<file path="config.mk">
export PLATFORM = sky130hd
export DESIGN_NAME = pc_gen
export DESIGN_NICKNAME = d
export VERILOG_FILES = /design/src/rtl/pc_gen.sv
export SDC_FILE = /design/constraint.sdc
export NUM_CORES = 1
export LEC_CHECK = 0
export ABC_AREA = 1
export CAP_MARGIN = 20
export CORE_UTILIZATION = 49
export DETAILED_ROUTE_END_ITERATION = 7
export PLACE_DENSITY = 0.86
export SETUP_SLACK_MARGIN = 0.3
export SYNTH_ARGS = -nofsm -noshare
export SYNTH_HDL_FRONTEND = slang
export SYNTH_SLANG_ARGS = --single-unit
</file>
<file path="constraint.sdc">
create_clock -name clk -period 6.6 [get_ports clk]
set_input_delay 1.32 -clock clk [delete_from_list [all_inputs] [get_ports clk]]
set_output_delay 1.32 -clock clk [all_outputs]
set_load 0.02 [all_outputs]
</file>
<file path="src/rtl/pc_gen.sv">
// pc_gen: fetch program-counter generator for the RV core front end.
// Sequences the fetch PC and applies redirect, trap entry and halt/resume.
module pc_gen #(
   parameter int              XLEN         = 32,
   parameter logic [XLEN-1:0] RESET_VECTOR = '0,
   parameter logic [XLEN-1:0] TRAP_VECTOR  = XLEN'(32'h0000_0100),
   parameter int              INC          = 4,
   parameter int              ALIGN_BITS   = 2
) (
   input  logic            clk,
   input  logic            reset,
   input  logic            fetch_ready,
   input  logic            redirect_valid,
   input  logic [XLEN-1:0] redirect_target,
   input  logic            trap_valid,
   input  logic            halt_req,
   input  logic            resume,
   output logic [XLEN-1:0] pc,
   output logic [XLEN-1:0] pc_next_seq,
   output logic            fetch_valid,
   output logic            misaligned_exc,
   output logic [XLEN-1:0] bad_addr,
   output logic            halted
);

   localparam logic [1:0] S_BOOT = 2'd0;
   localparam logic [1:0] S_RUN  = 2'd1;
   localparam logic [1:0] S_HALT = 2'd2;

   localparam logic [XLEN-1:0] ALIGN_MASK =
      XLEN'((64'd1 << ALIGN_BITS) - 64'd1);
   localparam logic [XLEN-1:0] INC_W = XLEN'(INC);

   // Vectors must satisfy the same alignment as any redirect target.
   if ((RESET_VECTOR & ALIGN_MASK) != '0) begin : g_bad_reset_vec
      $error("pc_gen: RESET_VECTOR is misaligned");
   end
   if ((TRAP_VECTOR & ALIGN_MASK) != '0) begin : g_bad_trap_vec
      $error("pc_gen: TRAP_VECTOR is misaligned");
   end

   logic [1:0]      state, state_d;
   logic [XLEN-1:0] pc_q, pc_d;
   logic [XLEN-1:0] bad_q, bad_d;
   logic            mis_q, mis_d;
   logic            tgt_mis;

   assign tgt_mis     = (redirect_target & ALIGN_MASK) != '0;
   assign pc          = pc_q;
   assign pc_next_seq = pc_q + INC_W;
   assign fetch_valid = (state == S_RUN);
   assign halted      = (state == S_HALT);
   assign misaligned_exc = mis_q;
   assign bad_addr    = bad_q;

   // Next-state and next-pc selection; trap > redirect > halt > advance.
   always_comb begin
      state_d = state;
      pc_d    = pc_q;
      bad_d   = bad_q;
      mis_d   = 1'b0;
      unique case (state)
         S_BOOT: begin
            state_d = S_RUN;
         end
         S_RUN: begin
            if (trap_valid) begin
               pc_d = TRAP_VECTOR;
            end else if (redirect_valid) begin
               if (tgt_mis) begin
                  pc_d  = TRAP_VECTOR;
                  bad_d = redirect_target;
                  mis_d = 1'b1;
               end else begin
                  pc_d = redirect_target;
               end
            end else if (halt_req) begin
               state_d = S_HALT;
            end else if (fetch_ready) begin
               pc_d = pc_next_seq;
            end
         end
         S_HALT: begin
            if (trap_valid) begin
               pc_d    = TRAP_VECTOR;
               state_d = S_RUN;
            end else if (resume) begin
               state_d = S_RUN;
            end
         end
         default: begin
            state_d = S_BOOT;
         end
      endcase
   end

   // State, pc and exception registers with asynchronous reset.
   always_ff @(posedge clk or posedge reset) begin
      if (reset) begin
         state <= S_BOOT;
         pc_q  <= RESET_VECTOR;
         bad_q <= '0;
         mis_q <= 1'b0;
      end else begin
         state <= state_d;
         pc_q  <= pc_d;
         bad_q <= bad_d;
         mis_q <= mis_d;
      end
   end

endmodule
</file>
==> impl_results.md, run 1 <==
* Leading register cell type out of synthesis: sky130_fd_sc_hd__dfrtp_1
* Largest cells by area after synthesis: sky130_fd_sc_hd__dfrtp_1, sky130_fd_sc_hd__nand2_1, sky130_fd_sc_hd__inv_1, sky130_fd_sc_hd__o21ai_0, sky130_fd_sc_hd__nor2_1
* Count of buffers inserted at the top-level ports at 137
* Number of distinct library cells after synthesis at 34
* Worst hold slack at 473 ps
* TritonCTS clock tree: built
* Critical path data arrival time at 2550 ps
* Global-route wire length before repair at 19800 um
* Data required time of the critical path at 5280 ps
* Per-cell routed wire length at 15.1 um
* Clock transition at the registers of the reported paths at 80 ps
* Mean area per synthesized cell at 7.01 sq um
* Root Driver: sky130_fd_sc_hd__clkbuf_8
* Initial Util at 50.7%
* Overall track demand over capacity in global routing at 30.1%
* Setup Total Neg Slack at 0 ps
* Top cells by instance count after synthesis: sky130_fd_sc_hd__nand2_1, sky130_fd_sc_hd__dfrtp_1, sky130_fd_sc_hd__inv_1, sky130_fd_sc_hd__nor2_1, sky130_fd_sc_hd__o21ai_0
* Number of ports placed on the die boundary at 138
* Overall routed net length at 12100 um
* Final WS setup at 2730 ps
* Violation count after the first detailed-routing iteration at 255
* Layout Cell Area excl Fill at 5550 sq um
* Highest net fanout along the worst path at 7
* Number of synthesized register bits at 67
* Area grow syn2layout at 40.9%
* FF/Latch Area at 1680 sq um
* Total stage count of the critical path at 7
* Sequence of cells on the critical path: ha_1 > nand2_2 > nor2_4 > nand2_4 > nor2_8 > xor2_1 > clkdlybuf4s50_1
* Antenna violations before repair at 0
* Overall die width at 91.7 um
* Core occupancy in the finished layout at 71.5%
* End of the worst register-to-register path: bad_addr[16]
* Share of the yosys chip area belonging to registers at 42.6%
* Setup fix buffers added after clock tree synthesis at 0
* Non-filler instance count after layout at 803
* Post_cts resized at 0
* H-tree levels at 3
* Post-cts hold buffer count at 0
* Reg2reg start: state[1]
* Rows at 32
* Antenna cells at 0
* Number of enable-type register cells in the synthesized netlist at 0
* Clk_skew at 11.3 ps
* Internal reg-to-reg setup slack at 4200 ps
* Kind of launch point of the worst setup path: flop
* CP max stage cell: sky130_fd_sc_hd__clkdlybuf4s50_1
* Filler Cell Count at 645
* Cell Area, Placed at 5360 sq um
* Post-detailed-placement half-perimeter wirelength at 8930 um
* Drc violations at 0
* Pwr/cell area at 379 nW/um^2
* Share of layout cells above drive strength 1 at 6.85%
* Maximum number of pins on one net before global-route repair at 68
* Post-placement cell count at 787
* Count of buffer and inverter cells on the critical path at 1
* Core area at 7770 sq um
* Start-to-end type of the worst setup path: flop to output port
* Gp weighted congestion at 0.896
* Fraction of synthesized cell area taken by the top area cell type at 42.6%
* Worst hold stages at 2
* First element of the critical path: pc[3]
* Cell family with the largest share of critical-path delay: buffers and inverters
* Type of the tightest min-delay check: flop to flop
* Clock latency on the worst-skew pair at 350 ps
* Aggregate global routing overflow at 0
* Total Power Consumption at 2.10 mW
* Part of the cycle the worst path needs at 58.7%
* Area of the mapped netlist at 3940 sq um
* Place WS at 2910 ps
* Max-slew violation count at 0
* Vias in the first global route at 4088
* Full die area at 8400 sq um
* Total clock buffers created by CTS at 9
* Setup repair after global routing missed its margin: false
* Slew at the pin closest to its max-slew limit at 839 ps
* Maximum root-to-sink buffer count at 2
* Maxcap violations at 0
* Endpoint class of the critical path: output port
* Proportion of synthesized flip-flops having asynchronous set or reset at 100%
* Maximum vdd drop at 0.000178 V
* Vertical die dimension at 91.7 um
* Final ANT Viol Nets at 0
* Worst rel slew slack at 44.0%
* Synth area leader: sky130_fd_sc_hd__dfrtp_1
* Number of sinks driven by the clock tree at 67
* Capturing instance or port of the critical path: pc_next_seq[18]
* Via count of the routed design at 4212
* Static leakage at 2.66 nW
* Synthesis Warnings at 0
* R2R depth at 7
* Finish-stage setup viols at 0
* Post-layout minimum cycle time at 3870 ps
* DR pass1 iterations at 5
* Net count of the mapped netlist at 606
* Outcome: complete, no violations
* Most common cell in the synthesized netlist: sky130_fd_sc_hd__nand2_1
* Number of nets in the layout at 740
* Multi-input gate area in the final layout at 1940 sq um
* Number of endpoints with negative hold slack in the final report at 0
* Via/cell ratio at 5.25
* Maximum operating frequency at 0.258 GHz
* Number of instances in the synthesized netlist at 562
* CP peak stage delay at 670 ps
-- logic make-up after synthesis --
family / after synthesis / share of synthesized area, %
and+or+nand+nor: 353 / 38.2
adders and majority gates: 5 / 1.59
DFF: 67 / 42.6
xor gates and xnor gates: 10 / 2.41
AOI/OAI and AO/OA: 51 / 7.12
buffers and inverters: 76 / 8.13
-- metal layers --
layer  track usage [%]  part of all wire, %  up-vias
met2              50.8                   48      195
li1                  -                    -     1998
met4              11.9                  3.1        0
met5                 0                    0        -
met1              37.8                   41     1981
met3              6.14                  7.3       38
-- worst min-delay path, cell delays in order (launching register included) --
cell and delay [ps]:
sky130_fd_sc_hd__dfrtp_1 340, sky130_fd_sc_hd__nand2_1 50, sky130_fd_sc_hd__nand2_1 50
-- placed cells by master, fill, tap and decap left out, types with 2 or more instances in the layout --
master	Yosys	final
sky130_fd_sc_hd__xnor2_1	3	3
sky130_fd_sc_hd__nand3_2	2	2
sky130_fd_sc_hd__nor2_1	37	37
sky130_fd_sc_hd__nor2_4	5	5
sky130_fd_sc_hd__or2_2	2	2
sky130_fd_sc_hd__nor2_2	7	7
sky130_fd_sc_hd__inv_2	3	4
sky130_fd_sc_hd__nand2_1	257	257
sky130_fd_sc_hd__ha_1	5	5
sky130_fd_sc_hd__o21ai_0	31	31
sky130_fd_sc_hd__buf_4	3	2
sky130_fd_sc_hd__dfrtp_1	67	67
sky130_fd_sc_hd__a21oi_1	7	7
sky130_fd_sc_hd__o21ai_1	2	2
sky130_fd_sc_hd__clkdlybuf4s50_1	0	137
sky130_fd_sc_hd__clkinv_4	0	3
sky130_fd_sc_hd__clkinv_2	0	2
sky130_fd_sc_hd__nand2_2	6	6
sky130_fd_sc_hd__clkbuf_8	0	9
sky130_fd_sc_hd__nand4_1	2	2
sky130_fd_sc_hd__nand3_1	21	21
sky130_fd_sc_hd__o22ai_1	6	6
sky130_fd_sc_hd__inv_1	57	56
sky130_fd_sc_hd__nor3_1	5	5
sky130_fd_sc_hd__a22oi_1	2	2
sky130_fd_sc_hd__and2_1	5	5
sky130_fd_sc_hd__xor2_1	6	6
-- registers in the layout (all words and copies together) (netlist names) --
signal,flops
state,2
bad_addr,32
misaligned_exc,1
pc,32
-- layout make-up --
type	count	area share (%)
multi-input cells	419	35.0
flip-flops and latches	67	30.2
well taps	102	2.30
inverters	60	4.06
clock buffers	10	2.30
repair buffers	139	25.0
clock inverters	6	1.19
-- where the power goes --
| part | switching [mW] | leakage [nW] | total (mW) | internal (mW) |
|---|---|---|---|---|
| Clock | 0.170 | 0.100 | 0.345 | 0.175 |
| Combinational | 0.633 | 1.69 | 1.08 | 0.450 |
| Sequential | 0.126 | 0.873 | 0.676 | 0.550 |
| Total | 0.929 | 2.66 | 2.10 | 1.18 |
-- worst min path at each step --
stage                       from           end  slack (ps)
floorplan               state[1]      state[1]         540
global placement    bad_addr[23]  bad_addr[23]         460
detailed placement  bad_addr[29]  bad_addr[29]         460
CTS                 bad_addr[29]  bad_addr[29]         480
global route        bad_addr[26]  bad_addr[26]         500
finish              bad_addr[13]  bad_addr[13]         470
No activity file was read; power rests on OpenSTA's default activity.
==> inputs of run 2 (changes only) <==
--- a/config.mk
+++ b/config.mk
@@ -7,9 +7,9 @@
 export LEC_CHECK = 0
 export ABC_AREA = 1
 export CAP_MARGIN = 20
-export CORE_UTILIZATION = 49
+export CORE_UTILIZATION = 41
 export DETAILED_ROUTE_END_ITERATION = 7
-export PLACE_DENSITY = 0.86
+export PLACE_DENSITY = 0.77
 export SETUP_SLACK_MARGIN = 0.3
 export SYNTH_ARGS = -nofsm -noshare
 export SYNTH_HDL_FRONTEND = slang
==> constraint.sdc (replaced) <==
create_clock -name clk -period 3.2 [get_ports clk]
set_input_delay 0.64 -clock clk [delete_from_list [all_inputs] [get_ports clk]]
set_output_delay 0.64 -clock clk [all_outputs]
set_load 0.02 [all_outputs]
==> run 2 against run 1 <==
  * Wire length increased by 0.23%
  * Sequential power increased by 110%
  * Largest power group unchanged
  * Highest routed layer unchanged
  * Final cell count increased by 3.4%
  * Count of clock-buffer cells in the layout decreased by 1
  * Combinational power increased by 110%
==> impl_results.md, run 2 (synthesis gave the netlist of run 1 again) <==
* Highest net fanout along the worst path at 5 (was 7)
* Vertical die dimension at 100 um (was 91.7 um)
* Maximum number of pins on one net before global-route repair at 43 (was 68)
* Violation count after the first detailed-routing iteration at 269 (was 255)
* Number of nets in the layout at 742 (was 740)
* Core area at 9280 sq um (was 7770 sq um)
* Number of sinks driven by the clock tree at 67 (unchanged)
* Overall die width at 100 um (was 91.7 um)
* Sequential share of power at 32.8% (was 32.1%)
* Finish-stage setup viols at 0 (unchanged)
* Post-detailed-placement half-perimeter wirelength at 9070 um (was 8930 um)
* Switching power at 1.92 mW (was 929 uW)
* Max-slew violation count at 0 (unchanged)
* Maximum operating frequency at 0.359 GHz
* Vias in the first global route at 3798 (was 4088)
* Type of the tightest min-delay check: flop to flop (unchanged)
* Clk_skew at 10.8 ps (was 11.3 ps)
* Drc violations at 0 (unchanged)
* Non-filler instance count after layout at 830 (was 803)
* Pwr/cell area at 757 nW/um^2 (was 379 nW/um^2)
* DR pass1 iterations at 4 (was 5)
* Clock latency on the worst-skew pair at 360 ps (was 350 ps)
* Number of endpoints with negative hold slack in the final report at 0 (unchanged)
* Outcome: complete, no violations (unchanged)
* Worst hold slack at 477 ps (was 473 ps)
* Global-route wire length before repair at 19700 um (was 19800 um)
* Via/cell ratio at 4.92 (was 5.25)
* Post-placement cell count at 816 (was 787)
* Static leakage at 2.86 nW (was 2.66 nW)
* Post-layout minimum cycle time at 2790 ps
* Full die area at 10000 sq um (was 8400 sq um)
* Clock transition at the registers of the reported paths at 80 ps (about the same)
* Final ANT Viol Nets at 0 (unchanged)
* Aggregate global routing overflow at 0 (unchanged)
* Via count of the routed design at 4087 (was 4212)
* Net switching share of the total power at 45.2% (was 44.1%)
* Per-cell routed wire length at 14.7 um (was 15.1 um)
* Share of layout cells above drive strength 1 at 8.42% (was 6.85%)
* Data required time of the critical path at 2560 ps (was 5280 ps)
* Initial Util at 42.4% (was 50.7%)
* Slew at the pin closest to its max-slew limit at 707 ps (was 839 ps)
* Share of power burned in the clock network at 14.6% (was 16.4%)
* Maximum vdd drop at 0.000317 V (was 0.000178 V)
* Logic gate share of total power at 52.7% (was 51.5%)
* TritonCTS clock tree: built (unchanged)
* Root Driver: sky130_fd_sc_hd__clkbuf_8 (unchanged)
* Critical path data arrival time at 2150 ps (was 2550 ps)
* Area grow syn2layout at 42.4% (was 40.9%)
* Filler Cell Count at 889 (was 645)
* Setup repair after global routing missed its margin: false (unchanged)
* Part of the cycle the worst path needs at 87.1%
* Antenna violations before repair at 0 (unchanged)
* H-tree levels at 3 (unchanged)
* Antenna cells at 0 (unchanged)
* Overall routed net length at 12200 um (was 12100 um)
* Setup Total Neg Slack at 0 ps (unchanged)
* Layout Cell Area excl Fill at 5610 sq um (was 5550 sq um)
* Gp weighted congestion at 0.903 (was 0.896)
* Maximum root-to-sink buffer count at 2 (unchanged)
* Kind of launch point of the worst setup path: flop (unchanged)
* Rows at 35 (was 32)
* Count of buffers inserted at the top-level ports at 137 (unchanged)
* Number of ports placed on the die boundary at 138 (unchanged)
* Most frequent cells in the layout: sky130_fd_sc_hd__nand2_1, sky130_fd_sc_hd__clkdlybuf4s50_1, sky130_fd_sc_hd__dfrtp_1, sky130_fd_sc_hd__inv_1, sky130_fd_sc_hd__nor2_1 (unchanged)
* Endpoint class of the critical path: output port (unchanged)
* Total clock buffers created by CTS at 9 (unchanged)
* Most common library cell in the layout ignoring fill and taps: sky130_fd_sc_hd__nand2_1 (unchanged)
* Start-to-end type of the worst setup path: flop to output port (unchanged)
* Post-cts hold buffer count at 0 (unchanged)
* Cell Area, Placed at 5420 sq um (was 5360 sq um)
* Internal power at 2.33 mW (was 1.18 mW)
* Worst rel slew slack at 52.8% (was 44.0%)
* Maxcap violations at 0 (unchanged)
* Overall track demand over capacity in global routing at 25.5% (was 30.1%)
## run 2: changes by cell type in the layout (fill, tap and decap cells not counted), moves of 6 or more
cell                              delta
sky130_fd_sc_hd__clkdlybuf4s50_1    -22
sky130_fd_sc_hd__dfrtp_1             -6
sky130_fd_sc_hd__dlygate4sd2_1      +12
sky130_fd_sc_hd__dlymetal6s2s_1     +10
sky130_fd_sc_hd__dfrtp_2             +6
## run 2: worst paths after layout
kind | depth (start not counted) | slack [ps] | startpoint | endpoint
worst max-delay path | 6 | 410 | pc[3] | pc_next_seq[4]
worst min-delay path | 2 | 480 | bad_addr[30] | bad_addr[30]
worst max register to register | 8 | 1110 | state[0] | pc[8]
worst min register to register | 2 | 480 | bad_addr[30] | bad_addr[30]
max in group asynchronous | 3 | 1830 | reset | bad_addr[25]
min in group asynchronous | 2 | 720 | reset | pc[2]
## run 2: routing by layer
metal  wire length (um)  vias up  global-route usage, %  part of all wire [%]
li1                   -     2004                      -                     -
met1               5670     1915                   36.1                    47
met2               5660      158                   40.5                    46
met3                751       10                   5.29                   6.2
met4                 96        0                   5.46                  0.79
met5                  0        -                      0                     0
## run 2: cell type report
type / count / area (sq um) / area share (%)
sequential: 67 / 1680 / 30.0
multi-input combinational: 419 / 1960 / 34.9
clock inverter: 5 / 32.5 / 0.580
tap: 129 / 161 / 2.88
timing repair buffer: 141 / 1420 / 25.4
clock buffer: 9 / 124 / 2.21
inverter: 60 / 225 / 4.01
## run 2: timing repair
| item | 4_1_cts | 5_1_grt |
|---|---|---|
| gates resized for setup | 17 | 16 |
| hold endpoints to repair | 0 | 0 |
| setup endpoints to repair | 16 | 10 |
| setup buffers | 0 | 0 |
## run 2: worst max-delay path: stages, from the launching register on
cell and delay, ps:
sky130_fd_sc_hd__dfrtp_1 440, sky130_fd_sc_hd__ha_1 230, sky130_fd_sc_hd__nand2_2 120, sky130_fd_sc_hd__inv_1 60, sky130_fd_sc_hd__or2_2 290, sky130_fd_sc_hd__inv_1 60
sky130_fd_sc_hd__clkdlybuf4s50_1 590
## run 2: power groups by stage
stage	Combinational [mW]	Sequential, mW	Clock (mW)
2_1_floorplan	0.922	1.69	0
3_3_place_gp	2.24	1.39	0
3_5_place_dp	2.26	1.39	0
4_1_cts	2.25	1.39	0.625
5_1_grt	2.41	1.43	0.671
6_report	2.24	1.39	0.619
## run 2: metrics by stage
| step | util [%] | power, mW | setup WS, ps |
|---|---|---|---|
| after CTS | 60.0 | 4.26 | 307 |
| after global placement | 58.4 | 3.62 | 595 |
| after global routing | 60.4 | 4.51 | 304 |
| after floorplan | - | 2.61 | 877 |
| final | 60.4 | 4.25 | 414 |
| after detailed placement | 58.4 | 3.66 | 544 |
==> inputs of run 3 (changes only) <==
--- a/config.mk
+++ b/config.mk
@@ -7,9 +7,11 @@
 export LEC_CHECK = 0
 export ABC_AREA = 1
 export CAP_MARGIN = 20
-export CORE_UTILIZATION = 41
+export CORE_UTILIZATION = 53
+export CTS_CLUSTER_SIZE = 25
 export DETAILED_ROUTE_END_ITERATION = 7
-export PLACE_DENSITY = 0.77
+export DONT_BUFFER_PORTS = 1
+export PLACE_DENSITY = 0.71
 export SETUP_SLACK_MARGIN = 0.3
 export SYNTH_ARGS = -nofsm -noshare
 export SYNTH_HDL_FRONTEND = slang
==> run 3 against run 2 <==
  * Clock power up 22%
  * Die area is 22% lower
  * Count of clock-buffer cells in the layout grew 3
  * Setup slack gained 35 ps
  * Total power shrank 15%
  * Via count decreased by 14%
  * Wire length is 14% lower
  * Design area down 25%
  * Fmax up 1.3%
  * Register-to-register slack lost 390 ps
==> impl_results.md, run 3 (synthesis gave the netlist of run 1 again) <==
* Outcome: complete, no violations (unchanged)
* Vias in the first global route at 3299 (was 3798)
* Gp weighted congestion at 0.872 (was 0.903)
* TritonCTS clock tree: built (unchanged)
* Vertical die dimension at 88.2 um (was 100 um)
* DR pass1 iterations at 4 (unchanged)
* Via/cell ratio at 5.29 (was 4.92)
* Maximum root-to-sink buffer count at 2 (unchanged)
* Post-placement cell count at 648 (was 816)
* Global-route wire length before repair at 16900 um (was 19700 um)
* Post-detailed-placement half-perimeter wirelength at 7890 um (was 9070 um)
* R2R depth at 8 (unchanged)
* Number of sinks driven by the clock tree at 67 (unchanged)
* Type of the tightest min-delay check: primary input to async pin (was flop to flop)
* Pwr/cell area at 852 nW/um^2 (was 757 nW/um^2)
* FF/Latch Area at 1680 sq um (about the same)
* Sequence of cells on the critical path: inv_1 > nor2_2 > nand3_1 > xnor2_1 (was ha_1 > nand2_2 > inv_1 > or2_2 > inv_1 > clkdlybuf4s50_1)
* Total clock buffers created by CTS at 9 (unchanged)
* Max-slew violation count at 0 (unchanged)
* Rows at 31 (was 35)
* Clock latency on the worst-skew pair at 350 ps (was 360 ps)
* Multi-input gate area in the final layout at 1950 sq um (was 1960 sq um)
* Overall die width at 88.2 um (was 100 um)
* Finish-stage setup viols at 0 (unchanged)
* Maximum operating frequency at 0.363 GHz (was 0.359 GHz)
* Root Driver: sky130_fd_sc_hd__clkbuf_8 (unchanged)
* Full die area at 7780 sq um (was 10000 sq um)
* Number of nets in the layout at 604 (was 742)
* Slew at the pin closest to its max-slew limit at 679 ps (was 707 ps)
* Number of endpoints with negative hold slack in the final report at 0 (unchanged)
* Reg2reg start: state[0] (unchanged)
* CP peak stage delay at 570 ps (was 590 ps)
* Clk_skew at 7.21 ps (was 10.8 ps)
* Final ANT Viol Nets at 0 (unchanged)
* Internal reg-to-reg setup slack at 720 ps (was 1110 ps)
* Clock transition at the registers of the reported paths at 70 ps (was 80 ps)
* Antenna cells at 0 (unchanged)
* Place WS at 704 ps (was 544 ps)
* Per-cell routed wire length at 15.8 um (was 14.7 um)
* First element of the critical path: pc[2] (was pc[3])
* Maxcap violations at 0 (unchanged)
* Via count of the routed design at 3513 (was 4087)
* Count of buffers inserted at the top-level ports at 0 (was 137)
* Most common library cell in the layout ignoring fill and taps: sky130_fd_sc_hd__nand2_1 (unchanged)
* Data required time of the critical path at 2560 ps (about the same)
* Setup fix buffers added after clock tree synthesis at 0 (unchanged)
* Start-to-end type of the worst setup path: flop to output port (unchanged)
* Number of ports placed on the die boundary at 138 (unchanged)
* Maximum number of pins on one net before global-route repair at 43 (unchanged)
* Setup repair after global routing missed its margin: false (unchanged)
* Endpoint class of the critical path: output port (unchanged)
* Most frequent cells in the layout: sky130_fd_sc_hd__nand2_1, sky130_fd_sc_hd__dfrtp_1, sky130_fd_sc_hd__inv_1, sky130_fd_sc_hd__nor2_1, sky130_fd_sc_hd__o21ai_0 (was sky130_fd_sc_hd__nand2_1, sky130_fd_sc_hd__clkdlybuf4s50_1, sky130_fd_sc_hd__dfrtp_1, sky130_fd_sc_hd__inv_1, sky130_fd_sc_hd__nor2_1)
* Filler Cell Count at 739 (was 889)
* Overall track demand over capacity in global routing at 29.0% (was 25.5%)
* Kind of launch point of the worst setup path: flop (unchanged)
* Violation count after the first detailed-routing iteration at 184 (was 269)
* Static leakage at 2.18 nW (was 2.86 nW)
* Post-layout minimum cycle time at 2750 ps (was 2790 ps)
* Worst rel slew slack at 54.7% (was 52.8%)
* Final WS setup at 449 ps (was 414 ps)
* Critical path data arrival time at 2110 ps (was 2150 ps)
* Non-filler instance count after layout at 664 (was 830)
* Initial Util at 54.6% (was 42.4%)
* Aggregate global routing overflow at 0 (unchanged)
* Core occupancy in the finished layout at 58.6% (was 60.4%)
* End of the worst register-to-register path: pc[8] (unchanged)
* Part of the cycle the worst path needs at 86.0% (was 87.1%)
* H-tree levels at 3 (unchanged)
* Overall routed net length at 10500 um (was 12200 um)
* Core area at 7210 sq um (was 9280 sq um)
* Setup Total Neg Slack at 0 ps (unchanged)
* Maximum vdd drop at 0.000596 V (was 0.000317 V)
* Area grow syn2layout at 7.24% (was 42.4%)
* Drc violations at 0 (unchanged)
* CP max stage cell: sky130_fd_sc_hd__xnor2_1 (was sky130_fd_sc_hd__clkdlybuf4s50_1)
* Antenna violations before repair at 0 (unchanged)
* Highest net fanout along the worst path at 4 (was 5)
* Share of layout cells above drive strength 1 at 9.20% (was 8.42%)
* Total Power Consumption at 3.60 mW (was 4.25 mW)
==> run 3: metal layers <==
layer / global-route usage (%) / up-vias / share of wire, % / wire [um]
met4: 10.6 / 0 / 1.5 / 153
met5: 0 / - / 0 / 0
met3: 7.35 / 16 / 9.4 / 988
met2: 45.1 / 148 / 45 / 4760
met1: 39.0 / 1624 / 44 / 4590
li1: - / 1725 / - / -
==> run 3: per-stage QoR <==
| step | cell area (sq um) | hold WS [ps] |
|---|---|---|
| after floorplan | 3940 | 543 |
| after global placement | 4000 | 580 |
| after detailed placement | 4000 | 602 |
| after CTS | 4220 | 293 |
| after global routing | 4220 | 324 |
| final | 4220 | 275 |
==> run 3: worst max-delay path by stage <==
stage | endpoint | slack (ps) | cells after the start
2_1_floorplan | bad_addr[0] | 880 | 1
3_3_place_gp | pc_next_seq[18] | 750 | 6
3_5_place_dp | pc_next_seq[18] | 700 | 6
4_1_cts | pc_next_seq[18] | 310 | 6
5_1_grt | pc_next_seq[13] | 310 | 4
6_report | pc_next_seq[13] | 450 | 4
==> run 3: area by class of cell <==
type                    instances  share of cell area, %
flip-flops and latches         67                   39.7
clock buffers                  12                   3.91
multi-input cells             419                   46.1
repair buffers                  3                  0.829
inverters                      60                   5.33
well taps                      99                   2.93
clock inverters                 4                   1.13
==> run 3: timing repair <==
action | 4_1_cts | 5_1_grt
hold buffers | 0 | 0
gates resized for setup | 0 | 2
endpoints found under the setup margin | 0 | 2
==> run 3: worst max-delay path: cells and delay by family (launching register included) <==
family                 cells  cell delay, ps
flip-flops                 1             530
XOR/XNOR                   1             570
buffers and inverters      1             250
AND/OR/NAND/NOR            2             420
==> run 3: power by group <==
group / leakage (nW) / switching [mW] / internal [mW]
clock network: 0.108 / 0.334 / 0.421
logic: 1.20 / 0.790 / 0.284
registers: 0.871 / 0.639 / 1.13
